[config.mk]
export PLATFORM = sky130hd
export DESIGN_NAME = sd_emmc_cmd_serdes
export DESIGN_NICKNAME = d
export VERILOG_FILES = /design/src/rtl/sd_emmc_cmd_serdes_pkg.sv /design/src/rtl/sd_emmc_crc7.sv /design/src/rtl/sd_emmc_cmd_serdes.sv
export SDC_FILE = /design/constraint.sdc
export NUM_CORES = 1
export LEC_CHECK = 0
export ABC_AREA = 1
export CAP_MARGIN = 25
export CORE_UTILIZATION = 54
export CTS_CLUSTER_DIAMETER = 100
export DETAILED_ROUTE_END_ITERATION = 8
export GPL_ROUTABILITY_DRIVEN = 0
export GPL_TIMING_DRIVEN = 0
export HOLD_SLACK_MARGIN = 0.05
export PLACE_DENSITY = 0.81
export SETUP_SLACK_MARGIN = 0.02
export SLEW_MARGIN = 20
export SYNTH_ARGS = -nofsm -noshare
export SYNTH_HDL_FRONTEND = slang
export SYNTH_HIERARCHICAL = 1
export SYNTH_SLANG_ARGS = --single-unit
export TNS_END_PERCENT = 20
[constraint.sdc]
create_clock -name sd_clk -period 2.1 [get_ports sd_clk]
set_clock_uncertainty 0.05 [all_clocks]
set_input_delay 0.42 -clock sd_clk [delete_from_list [all_inputs] [get_ports sd_clk]]
set_output_delay 0.42 -clock sd_clk [all_outputs]
set_load 0.02 [all_outputs]
[src/rtl/sd_emmc_cmd_serdes_pkg.sv]
// ---------------------------------------------------------------------------
// sd_emmc_cmd_serdes_pkg
//   Shared definitions for the eMMC CMD-line serializer/deserializer:
//   frame/response lengths, FSM state encoding and the serial CRC7 step.
// ---------------------------------------------------------------------------
`timescale 1ns/1ps
package sd_emmc_cmd_serdes_pkg;

    localparam logic [7:0] CMD_FRAME_LEN  = 8'd48;   // start..end bit of a command
    localparam logic [7:0] RESP_SHORT_LEN = 8'd48;   // R1/R3/R6
    localparam logic [7:0] RESP_LONG_LEN  = 8'd136;  // R2
    localparam logic [7:0] TOKEN_LEN      = 8'd40;   // bits covered by the command CRC

    typedef enum logic [2:0] {
        ST_IDLE      = 3'd0,
        ST_WRITE     = 3'd1,
        ST_WAIT_RESP = 3'd2,
        ST_READ      = 3'd3,
        ST_TAIL      = 3'd4
    } cmd_state_e;

    // One serial step of CRC7, generator x^7 + x^3 + 1, MSB-first data.
    function automatic logic [6:0] crc7_step(input logic [6:0] crc, input logic bit_in);
        logic fb;
        fb        = bit_in ^ crc[6];
        crc7_step = {crc[5:0], 1'b0} ^ (fb ? 7'h09 : 7'h00);
    endfunction

endpackage

[src/rtl/sd_emmc_crc7.sv]
// ---------------------------------------------------------------------------
// sd_emmc_crc7
//   Serial CRC7 accumulator shared by the transmit and receive paths.
//   Ports:
//     clk    in  card clock
//     rst_n  in  asynchronous active-low reset
//     clr    in  synchronous clear (priority over en)
//     en     in  shift bit_i into the CRC this cycle
//     bit_i  in  serial data bit
//     crc_o  out current CRC7 remainder
// ---------------------------------------------------------------------------
`timescale 1ns/1ps
module sd_emmc_crc7
    import sd_emmc_cmd_serdes_pkg::*;
(
    input  logic       clk,
    input  logic       rst_n,
    input  logic       clr,
    input  logic       en,
    input  logic       bit_i,
    output logic [6:0] crc_o
);

    logic [6:0] crc_r;

    // CRC remainder register: clear, accumulate or hold.
    always_ff @(posedge clk or negedge rst_n) begin
        if (!rst_n) begin
            crc_r <= 7'd0;
        end else if (clr) begin
            crc_r <= 7'd0;
        end else if (en) begin
            crc_r <= crc7_step(crc_r, bit_i);
        end else begin
            crc_r <= crc_r;
        end
    end

    assign crc_o = crc_r;

endmodule

[src/rtl/sd_emmc_cmd_serdes.sv]
// ---------------------------------------------------------------------------
// sd_emmc_cmd_serdes
//   Serial CMD-line engine. Shifts a 48-bit command frame (40-bit token,
//   CRC7, end bit) onto CMD, then optionally captures an R1/R3/R6 (48-bit)
//   or R2 (136-bit) response and reports CRC/index status with a one-cycle
//   finish pulse.
//   Ports:
//     sd_clk      in   card clock, rising edge
//     rst_n       in   asynchronous active-low reset
//     start_i     in   strobe: latch cmd_i/setting_i and start a frame
//     abort_i     in   abandon any transfer in progress
//     setting_i   in   {long_response, expect_response}
//     cmd_i       in   40-bit command token, bit 39 sent first
//     cmd_dat_i   in   CMD pin input
//     cmd_out_o   out  CMD pin output data
//     cmd_oe_o    out  CMD pin output enable
//     response_o  out  captured response, left-aligned at bit 119
//     crc_ok_o    out  received CRC7 matched
//     index_ok_o  out  received index matched the command index
//     finish_o    out  one-cycle transfer-complete pulse
//     busy_o      out  engine not idle
// ---------------------------------------------------------------------------
`timescale 1ns/1ps
module sd_emmc_cmd_serdes
    import sd_emmc_cmd_serdes_pkg::*;
#(
    parameter int NCR_MAX  = 64,
    parameter int NCC_TAIL = 8
) (
    input  logic         sd_clk,
    input  logic         rst_n,
    input  logic         start_i,
    input  logic         abort_i,
    input  logic [1:0]   setting_i,
    input  logic [39:0]  cmd_i,
    input  logic         cmd_dat_i,
    output logic         cmd_out_o,
    output logic         cmd_oe_o,
    output logic [119:0] response_o,
    output logic         crc_ok_o,
    output logic         index_ok_o,
    output logic         finish_o,
    output logic         busy_o
);

    cmd_state_e     state_r;
    logic [7:0]     cnt_r;
    logic [39:0]    tok_r;
    logic           long_r;
    logic           expect_r;
    logic [5:0]     cmd_idx_r;
    logic [5:0]     rx_idx_r;
    logic [6:0]     rx_crc_r;
    logic           cmd_out_r;
    logic           cmd_oe_r;
    logic [119:0]   response_r;
    logic           crc_ok_r;
    logic           index_ok_r;
    logic           finish_r;

    logic           crc_clr_s;
    logic           crc_en_s;
    logic           crc_bit_s;
    logic [6:0]     crc_s;
    logic [6:0]     crc_nxt_s;
    logic           rd_idx_s;
    logic           rd_data_s;
    logic           rd_crc_s;
    logic           rd_last_s;

    sd_emmc_crc7 u_crc7 (
        .clk   (sd_clk),
        .rst_n (rst_n),
        .clr   (crc_clr_s),
        .en    (crc_en_s),
        .bit_i (crc_bit_s),
        .crc_o (crc_s)
    );

    // CRC including the token bit currently on the line; loaded as the
    // transmitted CRC on the cycle the last token bit is driven.
    assign crc_nxt_s = crc7_step(crc_s, cmd_out_r);

    // Response field decode by bit position after the start bit.
    // Short: 0 tx, 1..6 index, 7..38 payload, 39..45 crc, 46 end.
    // Long : 0 tx, 1..6 reserved, 7..126 R2[127:8], 127..133 crc, 134 end.
    always_comb begin
        rd_idx_s  = (!long_r) && (cnt_r >= 8'd1) && (cnt_r <= 8'd6);
        rd_data_s = long_r ? ((cnt_r >= 8'd7) && (cnt_r <= 8'd126))
                           : ((cnt_r >= 8'd7) && (cnt_r <= 8'd45));
        rd_crc_s  = long_r ? ((cnt_r >= 8'd127) && (cnt_r <= 8'd133))
                           : ((cnt_r >= 8'd39) && (cnt_r <= 8'd45));
        rd_last_s = long_r ? (cnt_r == (RESP_LONG_LEN - 8'd2))
                           : (cnt_r == (RESP_SHORT_LEN - 8'd2));
    end

    // CRC engine control: clear at frame start and before a response,
    // accumulate the transmitted token or the protected response bits.
    always_comb begin
        crc_clr_s = 1'b0;
        crc_en_s  = 1'b0;
        crc_bit_s = 1'b0;
        case (state_r)
            ST_IDLE: begin
                crc_clr_s = start_i && !abort_i;
            end
            ST_WRITE: begin
                crc_en_s  = (cnt_r < TOKEN_LEN);
                crc_bit_s = cmd_out_r;
                crc_clr_s = (cnt_r == (CMD_FRAME_LEN - 8'd1));
            end
            ST_READ: begin
                // Short CRC also covers the start bit, which is a zero
                // shifted into a zero remainder and so needs no cycle.
                crc_en_s  = long_r ? rd_data_s : (cnt_r <= 8'd38);
                crc_bit_s = cmd_dat_i;
            end
            default: begin
                crc_clr_s = 1'b0;
            end
        endcase
    end

    // Main CMD-line FSM with registered pin and status outputs.
    always_ff @(posedge sd_clk or negedge rst_n) begin
        if (!rst_n) begin
            state_r    <= ST_IDLE;
            cnt_r      <= 8'd0;
            tok_r      <= 40'd0;
            long_r     <= 1'b0;
            expect_r   <= 1'b0;
            cmd_idx_r  <= 6'd0;
            rx_idx_r   <= 6'd0;
            rx_crc_r   <= 7'd0;
            cmd_out_r  <= 1'b1;
            cmd_oe_r   <= 1'b0;
            response_r <= 120'd0;
            crc_ok_r   <= 1'b0;
            index_ok_r <= 1'b0;
            finish_r   <= 1'b0;
        end else if (abort_i && (state_r != ST_IDLE)) begin
            state_r   <= ST_IDLE;
            cnt_r     <= 8'd0;
            cmd_out_r <= 1'b1;
            cmd_oe_r  <= 1'b0;
            finish_r  <= 1'b0;
        end else begin
            finish_r <= 1'b0;
            case (state_r)
                ST_IDLE: begin
                    if (start_i && !abort_i) begin
                        expect_r   <= setting_i[0];
                        long_r     <= setting_i[1];
                        cmd_idx_r  <= cmd_i[37:32];
                        cmd_out_r  <= cmd_i[39];
                        cmd_oe_r   <= 1'b1;
                        tok_r      <= {cmd_i[38:0], 1'b0};
                        cnt_r      <= 8'd0;
                        crc_ok_r   <= 1'b0;
                        index_ok_r <= 1'b0;
                        state_r    <= ST_WRITE;
                    end
                end
                ST_WRITE: begin
                    // cnt_r is the index of the bit currently on CMD
                    cnt_r <= cnt_r + 8'd1;
                    if (cnt_r == (CMD_FRAME_LEN - 8'd1)) begin
                        cmd_oe_r  <= 1'b0;
                        cmd_out_r <= 1'b1;
                        cnt_r     <= 8'd0;
                        state_r   <= expect_r ? ST_WAIT_RESP : ST_TAIL;
                    end else if (cnt_r == (TOKEN_LEN - 8'd1)) begin
                        // Reload shifter with remaining CRC bits plus end bit
                        cmd_out_r <= crc_nxt_s[6];
                        tok_r     <= {crc_nxt_s[5:0], 1'b1, 33'd0};
                    end else begin
                        cmd_out_r <= tok_r[39];
                        tok_r     <= {tok_r[38:0], 1'b0};
                    end
                end
                ST_WAIT_RESP: begin
                    if (!cmd_dat_i) begin
                        cnt_r   <= 8'd0;
                        state_r <= ST_READ;
                    end else if (cnt_r == 8'(NCR_MAX - 1)) begin
                        cnt_r   <= 8'd0;
                        state_r <= ST_IDLE;
                    end else begin
                        cnt_r <= cnt_r + 8'd1;
                    end
                end
                ST_READ: begin
                    cnt_r <= cnt_r + 8'd1;
                    if (rd_idx_s) begin
                        rx_idx_r <= {rx_idx_r[4:0], cmd_dat_i};
                    end
                    if (rd_data_s) begin
                        response_r <= {response_r[118:0], cmd_dat_i};
                    end
                    if (rd_crc_s) begin
                        rx_crc_r <= {rx_crc_r[5:0], cmd_dat_i};
                    end
                    if (rd_last_s) begin
                        // Short responses hold 39 bits (payload + crc) at the
                        // bottom of the shifter; move them to the top.
                        if (!long_r) begin
                            response_r <= {response_r[38:0], 81'd0};
                        end
                        crc_ok_r   <= (crc_s == rx_crc_r);
                        index_ok_r <= long_r ? 1'b1 : (rx_idx_r == cmd_idx_r);
                        cnt_r      <= 8'd0;
                        state_r    <= ST_TAIL;
                    end
                end
                ST_TAIL: begin
                    if (cnt_r == 8'(NCC_TAIL - 1)) begin
                        finish_r <= 1'b1;
                        cnt_r    <= 8'd0;
                        state_r  <= ST_IDLE;
                    end else begin
                        cnt_r <= cnt_r + 8'd1;
                    end
                end
                default: begin
                    state_r   <= ST_IDLE;
                    cnt_r     <= 8'd0;
                    cmd_out_r <= 1'b1;
                    cmd_oe_r  <= 1'b0;
                end
            endcase
        end
    end

    assign cmd_out_o  = cmd_out_r;
    assign cmd_oe_o   = cmd_oe_r;
    assign response_o = response_r;
    assign crc_ok_o   = crc_ok_r;
    assign index_ok_o = index_ok_r;
    assign finish_o   = finish_r;
    assign busy_o     = (state_r != ST_IDLE);

endmodule
* Word level (Yosys, flattened, before mapping)
Index checks and enable logic that the tools add are counted.
Word-level totals: register bits after elaboration 204, input port bits 47, output and inout bits 126
Cells by class: add/sub/neg operators 1, $lt $le $gt $ge 10, equal/unequal tests 21, mux-type cells 53, bitwise logic cells 5, reductions and logical operators 25
Operators with widths (number):
- $mux 120 | 3
- $mux 40 | 3
- $pmux 40 s2 | 1
- $mux 8 | 7
- $pmux 8 s5 | 1
- $eq 8x6->1 const B | 4
- $mux 3 | 8
- $mux 1 | 18
- $le 8x6->1 const B | 2
- $pmux 3 s5 | 1
- $mux 7 | 2
- $ne 3x3->1 const B | 4
- $reduce_and 3->1 | 4
- $pmux 1 s2 | 5
- $add 8x1->8 const B | 1
- $eq 8x3->1 const B | 1
- $eq 8x8->1 const B | 1
- $ge 8x1->1 const B | 1
- $ge 8x3->1 const B | 1
- $ge 8x6->1 const B | 1
- $ge 8x7->1 const B | 1
- $le 8x3->1 const B | 1
- $le 8x7->1 const B | 1
- $le 8x8->1 const B | 1
- other kinds (24) | 42

* Longest topological paths before layout
depth after elaboration 7, depth in mapped cells 14, depth with buffers taken out 13

* Cells and area by module
Netlist, hierarchy kept.
By module, submodules not included:
- sd_emmc_cmd_serdes | instances 1, cells an instance 1369, area an instance 10004.6 um^2
- sd_emmc_crc7 | instances 1, cells an instance 36, area an instance 312.8 um^2

* Least setup slack after synthesis
Ideal clock, no wire load.
path kind reg-to-reg, start register cnt_r[0], end register response_r[109], in the netlist response_o[109], setup time 71 ps, arrival 1765 ps, required time 1979 ps, slack 213 ps, stages on the path, launching flop included 13, buffers on the path 2, period minus slack after synthesis 1887 ps, cells stage by stage dfrtp_1 > inv_2 > ha_1 > nand2_1 > nor2_1 > nand4_1 > nor2_4 > inv_2 > nand2_1 > buf_4 > buf_6 > nor2_1 > nor2_1
Between the ends: word-level cells in the longest chain between the ends 6, elaborated cells on any way between the ends 12
Ends and longest elaborated chain:
- start: declaration | line sd_emmc_cmd_serdes.sv:47 | logic [7:0] cnt_r;
- start signal: assignment | line sd_emmc_cmd_serdes.sv:166 | cnt_r <= cnt_r + 8'd1;
- start signal: assignment | line sd_emmc_cmd_serdes.sv:189 | cnt_r <= cnt_r + 8'd1;
- start signal: assignment | line sd_emmc_cmd_serdes.sv:193 | cnt_r <= cnt_r + 8'd1;
- $ge 8x3->1 (tied with other cells) | line sd_emmc_cmd_serdes.sv:89, sd_emmc_cmd_serdes.sv:90
- $logic_and 1x1->1, on equally long branches | line sd_emmc_cmd_serdes.sv:90, sd_emmc_cmd_serdes.sv:89
- $mux 1 | line sd_emmc_cmd_serdes.sv:89 | rd_data_s = long_r ? ((cnt_r >= 8'd7) && (cnt_r <= 8'd126))
- $mux 120 | line sd_emmc_cmd_serdes.sv:197 | if (rd_data_s) begin
- $mux 120 | line sd_emmc_cmd_serdes.sv:206 | if (!long_r) begin
- $mux 120 (*) | line sd_emmc_cmd_serdes.sv:203 | if (rd_last_s) begin
- end signal: assignment | line sd_emmc_cmd_serdes.sv:198 | response_r <= {response_r[118:0], cmd_dat_i};
- end signal: assignment | line sd_emmc_cmd_serdes.sv:207 | response_r <= {response_r[38:0], 81'd0};
- end: declaration | line sd_emmc_cmd_serdes.sv:56 | logic [119:0] response_r;
Every way passes the cells marked *; elsewhere a longest branch is shown, timed or not. A chain may end at the register's enable or synchronous reset.

* Worst setup path after layout
start register cnt_r[0], end register response_r[114], in the netlist response_o[114]
Same word-level chain as after synthesis.

==> flow_summary.ini <==
[place]
io_buffer_count = 172
dp_hpwl_um = 19300
dpl_worst_slack_ps = -522
placed_area_mm2 = 0.0124

[routing]
drc_errors = 0
ant_nets = 0
drt-initial-drc-count = 683
routedWlPerCell_um = 15.4
first_pass_iters = 7
via_count = 10166
totalWireLength_um = 28700
routed_via_density = 5.43

[critical_path]
crit_required_ps = 2490
cpPeakStageDelay_ps = 400
critPathMaxFanout = 5
crit_path_cell_trace = inv_2 > ha_4 > nand2_2 > nor2_2 > nand4_1 > nor2_4 > inv_4 > nand2_4 > buf_6 > buf_8 > nor2_4 > nor2_2
r2r-end = response_o[114]
regToRegSetupSlack_ps = -6
reg2reg_depth = 12
arrival_ps = 2500
critPathLaunch = cnt_r[0]
worstReg2RegStart = cnt_r[0]
end_kind = register
cp_slowest_cell = dfrtp_1
startpoint_type = register
cp-endpoint = response_o[114]
critPathKind = reg2reg

[sta]
slew_headroom_pct = 66.7
fin_ws_ps = -6.24
finalHoldViolCount = 0
setup_viol = 3
layout_min_cycle_time_ps = 2110
drv_slew = 0
fmax_mhz = 475
rsz0062_at_grt = yes
worst_slew_pin_slew_ps = 498
hold_slack_ps = 366
finalCritPeriodShare_pct = 100

[die]
rows = 50
coreArea_mm2 = 0.0187
io_pins = 173
start_util_pct = 55.2
dieWidth_um = 140
die_area_mm2 = 0.0197
die_h_um = 140

[layout]
syn2layout_area_growth_pct = 32.3
fillers = 1420
diodes = 0
fin_nets = 1679
final_util_pct = 73.0
design_area_mm2 = 0.0136
drive_above_1_share_pct = 11.5

[yosys]
synth_top_area_share_pct = 49.0
netlist_area_mm2 = 0.0103
synth_top_cell_by_area = dfrtp_1
synth-seq-area-share_pct = 49.2
ys_top_cells_by_area = dfrtp_1 (49%), nand2_1 (14%), nor2_1 (12%)
synthArstFlopShare_pct = 100
ys_seq_elements = 203
synth.most_common_cell = nand2_1
synth-main-ff-cell = dfrtp_1
syn-num-nets = 1457
synth_area_per_cell_um2 = 7.34
yosysUniqueCellTypes = 35
syn_inst = 1405
synth_edf_count = 0
ys_warn_count = 6
synth_commonest_cells = nand2_1 (381), nor2_1 (321), dfrtp_1 (202), inv_1 (124), nand4_1 (83)

[clock_tree]
clk_pin_slew_ps = 60
cts.sinks = 203
h-tree-depth = 1
cts-root-buf = clkbuf_16
clockBufferDepth = 3
cts_tree = yes
cts_buffers = 23
clk_latency_ps = 510

[pwr]
power_density_mw_per_mm2 = 1060
p_leak_nw = 7.11
ir_drop_v = 0.000722
total_power_mw = 14.4

[global_route]
grt_pass1_vias = 9491
antenna_found_initial = 0
grtUsageTotal_pct = 28.9
overflow = 0
grt_pass1_wl_um = 46600
grt_max_degree = 79

[run_status]
violations = setup timing
status = complete, but fails checks

[run]
timing.max_cap.violations = 0

[min_path]
worstHoldPathType = in2async
## cells by family after synthesis
group	after synthesis	synth area share, %
and+or+nand+nor	863	34.8
buffers and inverters	219	8.48
DFF	203	49.2
AOI/OAI and AO/OA	100	5.57
xor gates and xnor gates	13	1.10
adders and majority gates	5	0.606
muxes	2	0.218
## through the flow
| step | cells | TNS (ps) |
|---|---|---|
| after detailed placement | 1813 | -64570 |
| final | 1872 | -13.6 |
| after global routing | 1872 | -2260 |
| after floorplan | 1405 | 0 |
| after global placement | 1811 | -1694530 |
| after CTS | 1864 | -11.8 |
## final cells by class
class	instances	area (um^2)	share of cell area, %
Sequential cell	203	5090	37.3
Multi-Input combinational cell	983	4540	33.3
Timing Repair Buffer	199	2040	15.0
Clock buffer	35	671	4.91
Inverter	140	533	3.91
Buffer	77	473	3.47
Tap cell	234	293	2.15
Clock inverter	1	8.76	0.0642
## layer usage
metal  wire length (um)  GRT usage, %
met2              13300          47.0
met4                988          9.89
met1              12200          39.0
met3               2230          5.54
met5                  0             0
## cell usage in the layout, fill, tap and decap left out, types with 3 or more instances in the layout
master / instances
a21oi_1: 22
a31oi_1: 31
buf_2: 12
buf_4: 27
buf_6: 12
clkbuf_1: 23
clkbuf_16: 25
clkbuf_2: 23
clkbuf_4: 5
clkbuf_8: 5
clkdlybuf4s50_1: 167
dfrtp_1: 197
dfrtp_2: 5
ha_1: 3
inv_1: 123
inv_2: 12
inv_4: 3
nand2_1: 371
nand2_2: 10
nand3_1: 59
nand4_1: 83
nor2_1: 301
nor2_2: 16
nor2_4: 8
nor3_1: 6
o21ai_0: 30
o21ai_1: 3
o22ai_1: 4
xnor2_1: 8
xor2_1: 5
## worst min-delay path by stage
stage                     startpoint  slack [ps]  cells after the start      endpoint
after CTS                      rst_n         370                      2      tok_r[9]
after global routing           rst_n         410                      2     tok_r[11]
after global placement      cmd_oe_o         410                      2      cmd_oe_o
after floorplan                rst_n          70                      0  cmd_idx_r[0]
final                          rst_n         370                      2      tok_r[9]
after detailed placement       rst_n         310                      1     tok_r[10]
## state kept, by name (all words and copies together) (netlist names), 3 cells and up
signal / flops
cmd_idx_r: 6
cnt_r: 8
response_o: 120
rx_crc_r: 7
rx_idx_r: 6
state_r: 3
tok_r: 39
u_crc7/crc_o: 7
## critical path, delay by kind of cell, from the launching register on
| family | cells | cell delay, ps |
|---|---|---|
| simple gates | 7 | 920 |
| buf+inv | 4 | 500 |
| flops | 1 | 400 |
| fa+ha+maj | 1 | 150 |
## repair_timing
item / 4_1_cts / 5_1_grt
hold buffers: 1 / 0
pin swaps: 4 / 16
cloned: 0 / 2
buffers inserted: 15 / 7
setup endpoints to repair: 153 / 187
gates resized for setup: 41 / 117
hold endpoints to repair: 47 / 0
## power by group
group,internal (mW),total [mW],leakage [nW],switching [mW]
clock,2.17,3.71,0.332,1.54
sequential,4.81,5.47,2.25,0.662
combinational,2.04,5.26,4.53,3.22
total,9.02,14.4,7.11,5.42
Power figures use the tool's default switching activity.
